**config.mk**
```make
export PLATFORM = sky130hd
export DESIGN_NAME = crystal_portb_ctrl
export DESIGN_NICKNAME = d
export VERILOG_FILES = /design/src/rtl/crystal_pkg.sv /design/src/rtl/portb_skid_fifo.sv /design/src/rtl/crystal_portb_ctrl.sv
export SDC_FILE = /design/constraint.sdc
export NUM_CORES = 1
export LEC_CHECK = 0
export ABC_AREA = 1
export CAP_MARGIN = 20
export CORE_AREA = 5 5 323 325
export CTS_CLUSTER_SIZE = 8
export DETAILED_ROUTE_END_ITERATION = 8
export DIE_AREA = 0 0 328 330
export PLACE_DENSITY_LB_ADDON = 0.05
export SLEW_MARGIN = 20
export SYNTH_ARGS = -nofsm -noshare
export SYNTH_HDL_FRONTEND = slang
export SYNTH_SLANG_ARGS = --single-unit
export TNS_END_PERCENT = 1
```
**constraint.sdc**
```tcl
create_clock -name fmc_clk -period 4.8 [get_ports fmc_clk]
set_input_delay 0.96 -clock fmc_clk [delete_from_list [all_inputs] [get_ports fmc_clk]]
set_output_delay 0.96 -clock fmc_clk [all_outputs]
set_load 0.05 [all_outputs]
```
**src/rtl/crystal_pkg.sv**
```systemverilog
// crystal_pkg: shared bank geometry, port-B state encoding and select decode helper.
package crystal_pkg;
  localparam int BRAMS = 9;
  localparam int SEL_W = 4;
  localparam int PB_AW = 11;
  localparam int PB_DW = 64;
  localparam int LEN_W = 12;
  localparam int PB_DEPTH = 1 << PB_AW;
  typedef enum logic [2:0] {ST_IDLE, ST_RD, ST_RD_DRAIN, ST_WR, ST_DONE} portb_state_t;
  function automatic logic [BRAMS-1:0] sel_onehot(input logic [SEL_W-1:0] s);
    return BRAMS'(1) << s;
  endfunction
endpackage

```
**src/rtl/portb_skid_fifo.sv**
```systemverilog
// portb_skid_fifo: 2-entry fall-through skid buffer; an empty buffer passes input straight to output.
module portb_skid_fifo #(
  parameter int W = 65
) (
  input  logic         clk,
  input  logic         rst,
  input  logic         in_valid_i,
  input  logic [W-1:0] in_data_i,
  output logic         in_ready_o,
  output logic         out_valid_o,
  output logic [W-1:0] out_data_o,
  input  logic         out_ready_i,
  output logic [1:0]   count_o
);
  logic [W-1:0] mem_q [2];
  logic         wp_q, rp_q, push, rel;
  logic [1:0]   cnt_q, cnt_d;
  always_comb begin
    out_valid_o = cnt_q != 2'd0 || in_valid_i;
    out_data_o  = cnt_q != 2'd0 ? mem_q[rp_q] : in_data_i;
    in_ready_o  = cnt_q != 2'd2;
    push        = in_valid_i && in_ready_o && !(cnt_q == 2'd0 && out_ready_i);
    rel         = out_ready_i && cnt_q != 2'd0;
    cnt_d       = cnt_q + {1'b0, push} - {1'b0, rel};
  end
  assign count_o = cnt_q;
  always_ff @(posedge clk or posedge rst) begin
    if (rst) begin
      cnt_q <= 2'd0;
      wp_q  <= 1'b0;
      rp_q  <= 1'b0;
    end else begin
      cnt_q <= cnt_d;
      if (push) wp_q <= ~wp_q;
      if (rel) rp_q <= ~rp_q;
    end
  end
  always_ff @(posedge clk) begin
    if (push) mem_q[wp_q] <= in_data_i;
  end
endmodule

```
**src/rtl/crystal_portb_ctrl.sv**
```systemverilog
// crystal_portb_ctrl: sequences the bank's shared port B for single-BRAM read/write bursts,
// exposing read data and taking write data as valid/ready streams.
module crystal_portb_ctrl
  import crystal_pkg::*;
(
  input  logic                   fmc_clk,
  input  logic                   rst,
  input  logic                   cmd_valid,
  output logic                   cmd_ready,
  input  logic                   cmd_wr,
  input  logic [SEL_W-1:0]       cmd_sel,
  input  logic [PB_AW-1:0]       cmd_addr,
  input  logic [LEN_W-1:0]       cmd_len,
  output logic [BRAMS-1:0]       enb,
  output logic                   web,
  output logic [PB_AW-1:0]       addrb,
  output logic [PB_DW-1:0]       dinb,
  input  logic [BRAMS*PB_DW-1:0] doutb,
  output logic [PB_DW-1:0]       rd_data,
  output logic                   rd_valid,
  input  logic                   rd_ready,
  output logic                   rd_last,
  input  logic [PB_DW-1:0]       wr_data,
  input  logic                   wr_valid,
  output logic                   wr_ready,
  output logic                   busy,
  output logic                   done,
  output logic                   err
);
  portb_state_t     state_q;
  logic [SEL_W-1:0] sel_q;
  logic [PB_AW-1:0] cur_q, addrb_q;
  logic [LEN_W-1:0] rem_q;
  logic [BRAMS-1:0] enb_q;
  logic [PB_DW-1:0] dinb_q;
  logic             web_q, rs_q, rs_last_q, dv_q, dv_last_q;
  logic             cmd_ready_q, wr_ready_q, busy_q, done_q, err_q;
  logic             cmd_fire, cmd_bad, rd_pop, issue, last_word;
  logic             fifo_valid, fifo_in_ready;
  logic [PB_DW:0]   fifo_data;
  logic [1:0]       fifo_cnt;
  logic [2:0]       occ;
  logic [PB_DW-1:0] slices [BRAMS];
  for (genvar i = 0; i < BRAMS; i++) begin : g_slice
    assign slices[i] = doutb[PB_DW*i +: PB_DW];
  end
  // occ is buffer occupancy after this edge; a read issued now lands behind the one already on the port
  always_comb begin
    cmd_fire  = cmd_valid && cmd_ready_q;
    cmd_bad   = int'(cmd_sel) >= BRAMS || cmd_len == '0 || int'(cmd_addr) + int'(cmd_len) > PB_DEPTH;
    rd_pop    = fifo_valid && rd_ready;
    occ       = {1'b0, fifo_cnt} + {2'b0, dv_q} + {2'b0, rs_q} - {2'b0, rd_pop};
    issue     = state_q == ST_RD && occ < 3'd2 && fifo_in_ready;
    last_word = rem_q == LEN_W'(1);
  end
  portb_skid_fifo #(.W(PB_DW + 1)) u_fifo (
    .clk         (fmc_clk),
    .rst         (rst),
    .in_valid_i  (dv_q),
    .in_data_i   ({dv_last_q, slices[sel_q]}),
    .in_ready_o  (fifo_in_ready),
    .out_valid_o (fifo_valid),
    .out_data_o  (fifo_data),
    .out_ready_i (rd_ready),
    .count_o     (fifo_cnt)
  );
  always_ff @(posedge fmc_clk or posedge rst) begin
    if (rst) begin
      state_q     <= ST_IDLE;
      sel_q       <= '0;
      cur_q       <= '0;
      rem_q       <= '0;
      enb_q       <= '0;
      web_q       <= 1'b0;
      addrb_q     <= '0;
      dinb_q      <= '0;
      rs_q        <= 1'b0;
      rs_last_q   <= 1'b0;
      dv_q        <= 1'b0;
      dv_last_q   <= 1'b0;
      cmd_ready_q <= 1'b1;
      wr_ready_q  <= 1'b0;
      busy_q      <= 1'b0;
      done_q      <= 1'b0;
      err_q       <= 1'b0;
    end else begin
      enb_q     <= '0;
      web_q     <= 1'b0;
      rs_q      <= 1'b0;
      rs_last_q <= 1'b0;
      err_q     <= 1'b0;
      dv_q      <= rs_q;
      dv_last_q <= rs_last_q;
      case (state_q)
        ST_IDLE: if (cmd_fire) begin
          if (cmd_bad) err_q <= 1'b1;
          else begin
            sel_q       <= cmd_sel;
            cmd_ready_q <= 1'b0;
            busy_q      <= 1'b1;
            if (cmd_wr) begin
              cur_q      <= cmd_addr;
              rem_q      <= cmd_len;
              wr_ready_q <= 1'b1;
              state_q    <= ST_WR;
            end else begin
              enb_q     <= sel_onehot(cmd_sel);
              addrb_q   <= cmd_addr;
              rs_q      <= 1'b1;
              rs_last_q <= cmd_len == LEN_W'(1);
              cur_q     <= cmd_addr + PB_AW'(1);
              rem_q     <= cmd_len - LEN_W'(1);
              state_q   <= cmd_len == LEN_W'(1) ? ST_RD_DRAIN : ST_RD;
            end
          end
        end
        ST_RD: if (issue) begin
          enb_q     <= sel_onehot(sel_q);
          addrb_q   <= cur_q;
          rs_q      <= 1'b1;
          rs_last_q <= last_word;
          cur_q     <= cur_q + PB_AW'(1);
          rem_q     <= rem_q - LEN_W'(1);
          if (last_word) state_q <= ST_RD_DRAIN;
        end
        ST_RD_DRAIN: if (rd_pop && rd_last) begin
          state_q <= ST_DONE;
          done_q  <= 1'b1;
        end
        ST_WR: if (wr_valid && wr_ready_q) begin
          enb_q   <= sel_onehot(sel_q);
          web_q   <= 1'b1;
          addrb_q <= cur_q;
          dinb_q  <= wr_data;
          cur_q   <= cur_q + PB_AW'(1);
          rem_q   <= rem_q - LEN_W'(1);
          if (last_word) begin
            wr_ready_q <= 1'b0;
            state_q    <= ST_DONE;
          end
        end
        // a write enters here on its final strobe cycle, so done waits one extra cycle
        ST_DONE: if (done_q) begin
          done_q      <= 1'b0;
          busy_q      <= 1'b0;
          cmd_ready_q <= 1'b1;
          state_q     <= ST_IDLE;
        end else done_q <= 1'b1;
        default: state_q <= ST_IDLE;
      endcase
    end
  end
  assign cmd_ready = cmd_ready_q;
  assign enb       = enb_q;
  assign web       = web_q;
  assign addrb     = addrb_q;
  assign dinb      = dinb_q;
  assign rd_data   = fifo_data[PB_DW-1:0];
  assign rd_valid  = fifo_valid;
  assign rd_last   = fifo_valid && fifo_data[PB_DW];
  assign wr_ready  = wr_ready_q;
  assign busy      = busy_q;
  assign done      = done_q;
  assign err       = err_q;
endmodule

```
After elaboration in Yosys (flattened, before gate mapping)
Memories as Yosys holds them, arrays and structs flattened.
Cells that the tools add are included.

operators by class
  order comparisons = 4
  reductions and logical operators = 31
  bitwise operators = 4
  shift-type cells = 2
  multiplexer cells = 73
  equal/unequal tests = 17
  add/sub/neg operators = 10

operator list
  operator                 number
  $bmux W64 S4             1
  $mux W64                 2
  $mux W11                 10
  $pmux W11 S3             2
  $mux W65                 1
  $mux W12                 5
  $mux W9                  5
  $pmux W12 S3             1
  $mux W1                  28
  $pmux W9 S3              1
  $eq A12 B1 Y1 const B    2
  $mux W3                  8
  $sub A12 B1 Y12 const B  2
  $add A11 B1 Y11 const B  2
  $ne A2 B2 Y1 const B     11
  $shl A1 B4 Y9 const A    2
  $pmux W3 S5              1
  $add A11 B12 Y13         1
  $gt A13 B12 Y1 const B   1
  $logic_not A12 Y1        1
  $pmux W1 S2              6
  $reduce_and A6 Y1        2
  $logic_and A1 B1 Y1      11
  $reduce_and A8 Y1        1
  other kinds (24)         34

word-level totals
  memories = 1
  register bits = 128
  logic and storage cells = 162
  memory bits (writable) = 130

memories
  name          words  bits a word  rd ports  clocked after memory_dff  write ports  RTL line               RTL
  u_fifo.mem_q  2      65           1         0                         1            portb_skid_fifo.sv:15  logic [W-1:0] mem_q [2];

Depth between registers and ports, before layout
  depth in word-level cells = 9
  gate-level depth with buffers = 19
  gate-level depth less buffers = 18

Hierarchy
Synthesis repeated with hierarchy kept, for this count alone.

unflattened totals
  cells, all modules = 1966
  area, all modules = 16021.6 um2

modules (own cells, without submodules)
  module              cells an instance  times used  area each (um2)  sequential area each (um2)
  crystal_portb_ctrl  1511               1           10497.6          3104.2
  portb_skid_fifo     455                1           5524.0           4003.8

Worst setup path after synthesis
OpenSTA, ideal clock, no wires.

  kind = input to register
  start = input rd_ready
  end = memory u_fifo.mem_q[1][0] (enable)
  data arrival time = 4061 ps
  stages on the path = 5
  path slack = 249 ps
  buffers on the path = 0
  path through = inv_1 > a21oi_1 > nor2_1 > inv_1 > nor2_1

on the way
  longest elaborated chain between the ends = 5

ends and longest elaborated chain
  element                        RTL line                  RTL
  from (decl)                    crystal_portb_ctrl.sv:21  input logic rd_ready,
  $logic_and A1 B1 Y1            portb_skid_fifo.sv:22     push = in_valid_i && in_ready_o && !(cnt_q == 2'd0 && out_ready_i);
  $logic_not A1 Y1               portb_skid_fifo.sv:22
  $logic_and A1 B1 Y1            portb_skid_fifo.sv:22
  net u_fifo.push                portb_skid_fifo.sv:16     logic wp_q, rp_q, push, rel;
  $mux W1                        portb_skid_fifo.sv:39     if (push) mem_q[wp_q] <= in_data_i;
  $mux W1 (not written as such)  portb_skid_fifo.sv:39
  to (decl)                      portb_skid_fifo.sv:15

The timed path passes the listed nets, and every way through them passes these cells.

Final worst setup path
  start = register sel_q[1]
  end = output rd_data[0]

on the way
  longest elaborated chain between the ends = 5

ends and longest elaborated chain
  element                                      RTL line                  RTL
  from (decl)                                  crystal_portb_ctrl.sv:31  logic [SEL_W-1:0] sel_q;
  from (signal assigned)                       crystal_portb_ctrl.sv:98  sel_q <= cmd_sel;
  $not A4 Y5 (not written as such)             crystal_portb_ctrl.sv:60  .in_data_i ({dv_last_q, slices[sel_q]}),
  $bmux W64 S4                                 crystal_portb_ctrl.sv:60
  $mux W64 (not written as such) (2 in a row)  crystal_portb_ctrl.sv:60
  net u_fifo.in_data_i[0]                      portb_skid_fifo.sv:8      input logic [W-1:0] in_data_i,
  $mux W65                                     portb_skid_fifo.sv:20     out_data_o = cnt_q != 2'd0 ? mem_q[rp_q] : in_data_i;
  to (decl)                                    crystal_portb_ctrl.sv:19  output logic [PB_DW-1:0] rd_data,

The timed path passes the listed nets, and every way through them passes these cells. The select of a mux whose other input is x is not followed.

==> flow_summary.json <==
{
  "clk_pin_slew_ps": 50,
  "path_depth": 11,
  "drive_gt1_frac": 0.06287,
  "cp_max_fo": 39,
  "period_share": 0.9512,
  "cts_root_buf": "clkbuf_16",
  "synth-seq-cells": 258,
  "syn_nets": 2629,
  "max_clock_freq_mhz": 219.0,
  "grt_pass1_wl_mm": 142.3,
  "drt_iter0_markers": 1005,
  "coreArea_um2": 101200,
  "dieHeight_um": 330,
  "ys_top_cells_by_area": "edfxtp_1 (24%), dfrtp_1 (20%), nand2_1 (13%)",
  "die_w_um": 328,
  "cp_common_cell": "buf_4",
  "worst_clock_skew_ps": 32.99,
  "synth_area_per_cell_um2": 8.276,
  "synth-seq-area-share": 0.4443,
  "crit_slowest_cell": "a21boi_1",
  "fp-row-count": 117,
  "clockBufferDepth": 3,
  "status": "finished clean",
  "mostFrequentLayoutCell": "clkdlybuf4s50_1",
  "ctsHoldBuffers": 0,
  "endpoint_kind": "output pin",
  "cp_data_required_time_ps": 3840,
  "hpwl_mm": 80.48,
  "worst-path-buf-inv": 5,
  "grt_pass1_vias": 18626,
  "drv_slew": 0,
  "fin_crit_ps": 4566,
  "crit_family": "buffers and inverters",
  "nets": 3412,
  "rrSetupSlack_ps": 1360,
  "max_stage_delay_ps": 500,
  "holdPathStages": 0,
  "grt_max_degree": 67,
  "cts_buffers": 39,
  "relSlewSlack": 0.4683,
  "final_core_util": 0.2684,
  "worstHoldPathType": "reg2reg",
  "p_leak_uw": 0.01064,
  "crit_type": "reg2out",
  "io_buffers": 828,
  "rsz0062_at_grt": "false",
  "ant_nets": 0,
  "startpoint_type": "flip-flop",
  "first_pass_iters": 5,
  "grt_remaining_overflow": 0,
  "p_per_area_nw_per_um2": 637.3,
  "arrival_ps": 3610,
  "wirelength_mm": 103.0,
  "die_area_um2": 108200,
  "cts.sinks": 258,
  "ys_warn_count": 0,
  "wl_per_cell_um": 25.06,
  "ioPinCount": 829,
  "drc_errors": 0,
  "worstPathCellList": "nor2_4, buf_12, buf_12, buf_4, a22oi_1, a21boi_1, buf_4, a221o_1, nand2_1, o31ai_1, buf_4",
  "start_util": 0.1582,
  "vdd.ir_drop.worst_mv": 0.2546,
  "synthCells": 1933,
  "final_cell_mix": "clkdlybuf4s50_1 (791), nand2_1 (538), a22oi_1 (257), nor2_1 (187), edfxtp_1 (130)",
  "insertion_delay_ps": 550,
  "cts_tree": "built",
  "routed_via_density": 4.359,
  "vias": 17925,
  "worstRegToRegCells": 17,
  "synth_top_cell_by_area": "edfxtp_1",
  "hold_viol_final": 0,
  "synth_area_um2": 16000,
  "synth.distinct_cells": 48,
  "globalRouteTotalUtil": 0.1793,
  "drv_cap": 0,
  "place.gp.congestion": 0.8953,
  "grt_antenna_before_repair": 26,
  "syn2layout_area_growth_pct": 69.74,
  "cts_max_level": 2,
  "setup_viol": 0,
  "tns_ps": 0,
  "synth_top_area_share": 0.2440,
  "tightest_slew_ps": 795.0
}
-- final timing paths --
check                             startpoint    endpoint
min reg2reg                        rs_last_q   dv_last_q
max in group asynchronous                rst   cmd_ready
max reg2reg                u_fifo.count_o[0]    addrb[2]
min in group asynchronous                rst    dinb[32]
max                                 sel_q[1]  rd_data[0]
min                                rs_last_q   dv_last_q
-- sequential cells by signal, summed over array words and instances (netlist names), 2 cells and up --
signal	cells
addrb	11
cur_q	11
dinb	64
enb	9
rem_q	12
sel_q	4
state_q	3
u_fifo.count_o	2
u_fifo.mem_q	130
-- cells in the mapped netlist, drive strengths merged --
| cell | count |
|---|---|
| a31o | 1 |
| a22oi | 257 |
| edfxtp | 130 |
| nand3 | 40 |
| nor4 | 2 |
| and2 | 1 |
| nor3b | 2 |
| nand4 | 41 |
| buf | 34 |
| a21o | 1 |
| fa | 2 |
| nor2 | 200 |
| clkinv | 2 |
| nor3 | 9 |
| o21bai | 2 |
| or2 | 4 |
| o31ai | 68 |
| a32o | 1 |
| a311oi | 1 |
| o22ai | 5 |
| xor2 | 10 |
| a2bb2oi | 1 |
| clkbuf | 107 |
| dfrtp | 127 |
| ha | 21 |
| a21boi | 65 |
| a21oi | 27 |
| o211ai | 2 |
| a31oi | 3 |
| o21ai | 59 |
| nand2 | 542 |
| inv | 97 |
| a221o | 64 |
| a32oi | 1 |
| xnor2 | 3 |
| dfstp | 1 |
-- worst reg2reg max path, delay by kind of cell, from the launching register on --
family	cells	cell delay, ps
and+or+nand+nor	9	1330
adders and majority gates	3	1000
AOI/OAI and AO/OA	3	420
DFF	1	460
buffers and inverters	2	120
-- area by class of cell --
type | count | area (µm²)
Tap cell | 1368 | 1712
Clock inverter | 3 | 30.03
Antenna cell | 8 | 20.02
Fill cell | 10922 | 74000
Multi-Input combinational cell | 1435 | 8010
Sequential cell | 258 | 7112
Inverter | 99 | 381.6
Clock buffer | 58 | 1109
Timing Repair Buffer | 883 | 8781
-- cells by family (layout without fill, tap and decap cells) --
logic type / Yosys count / after routing / synth area share
compound gates: 558 / 558 / 0.2585
xor+xnor: 13 / 13 / 0.007117
fa+ha+maj: 23 / 23 / 0.01893
other cells: 0 / 8 / 0
simple gates: 841 / 841 / 0.2120
buf+inv: 240 / 1043 / 0.05921
flops: 258 / 258 / 0.4443
-- stage by stage --
step	total power [µW]	area [µm²]	std cells	hold slack, ps	worst slack, ps
after floorplan	10030	16000	1933	331.2	249.1
after global placement	14870	25990	4043	338.6	248.7
after detailed placement	14890	25990	4043	337.1	260.4
after CTS	17680	27130	4104	348.5	5.048
after global routing	18420	27140	4108	352.2	16.62
final	17310	27150	4112	347.9	234.4
-- report_power, final --
group	switching (µW)	leakage [µW]	internal (µW)
clock network	1060	0.000554	1580
registers	382	0.00283	3180
logic	7650	0.00726	3460
-- routing by layer --
| metal | GRT usage | part of all wire | up-vias |
|---|---|---|---|
| met5 | 0 | 0.0010 | - |
| met4 | 0.03131 | 0.017 | 16 |
| met3 | 0.06013 | 0.086 | 96 |
| met2 | 0.3120 | 0.49 | 678 |
| met1 | 0.2191 | 0.41 | 8627 |
| li1 | - | - | 8508 |
-- repair_timing --
item	4_1_cts	5_1_grt
hold endpoints to repair	0	0
buffers inserted	0	0
endpoints found under the setup margin	0	5
gates resized for setup	0	5
Note: power is estimated with default switching activity, not from simulation.
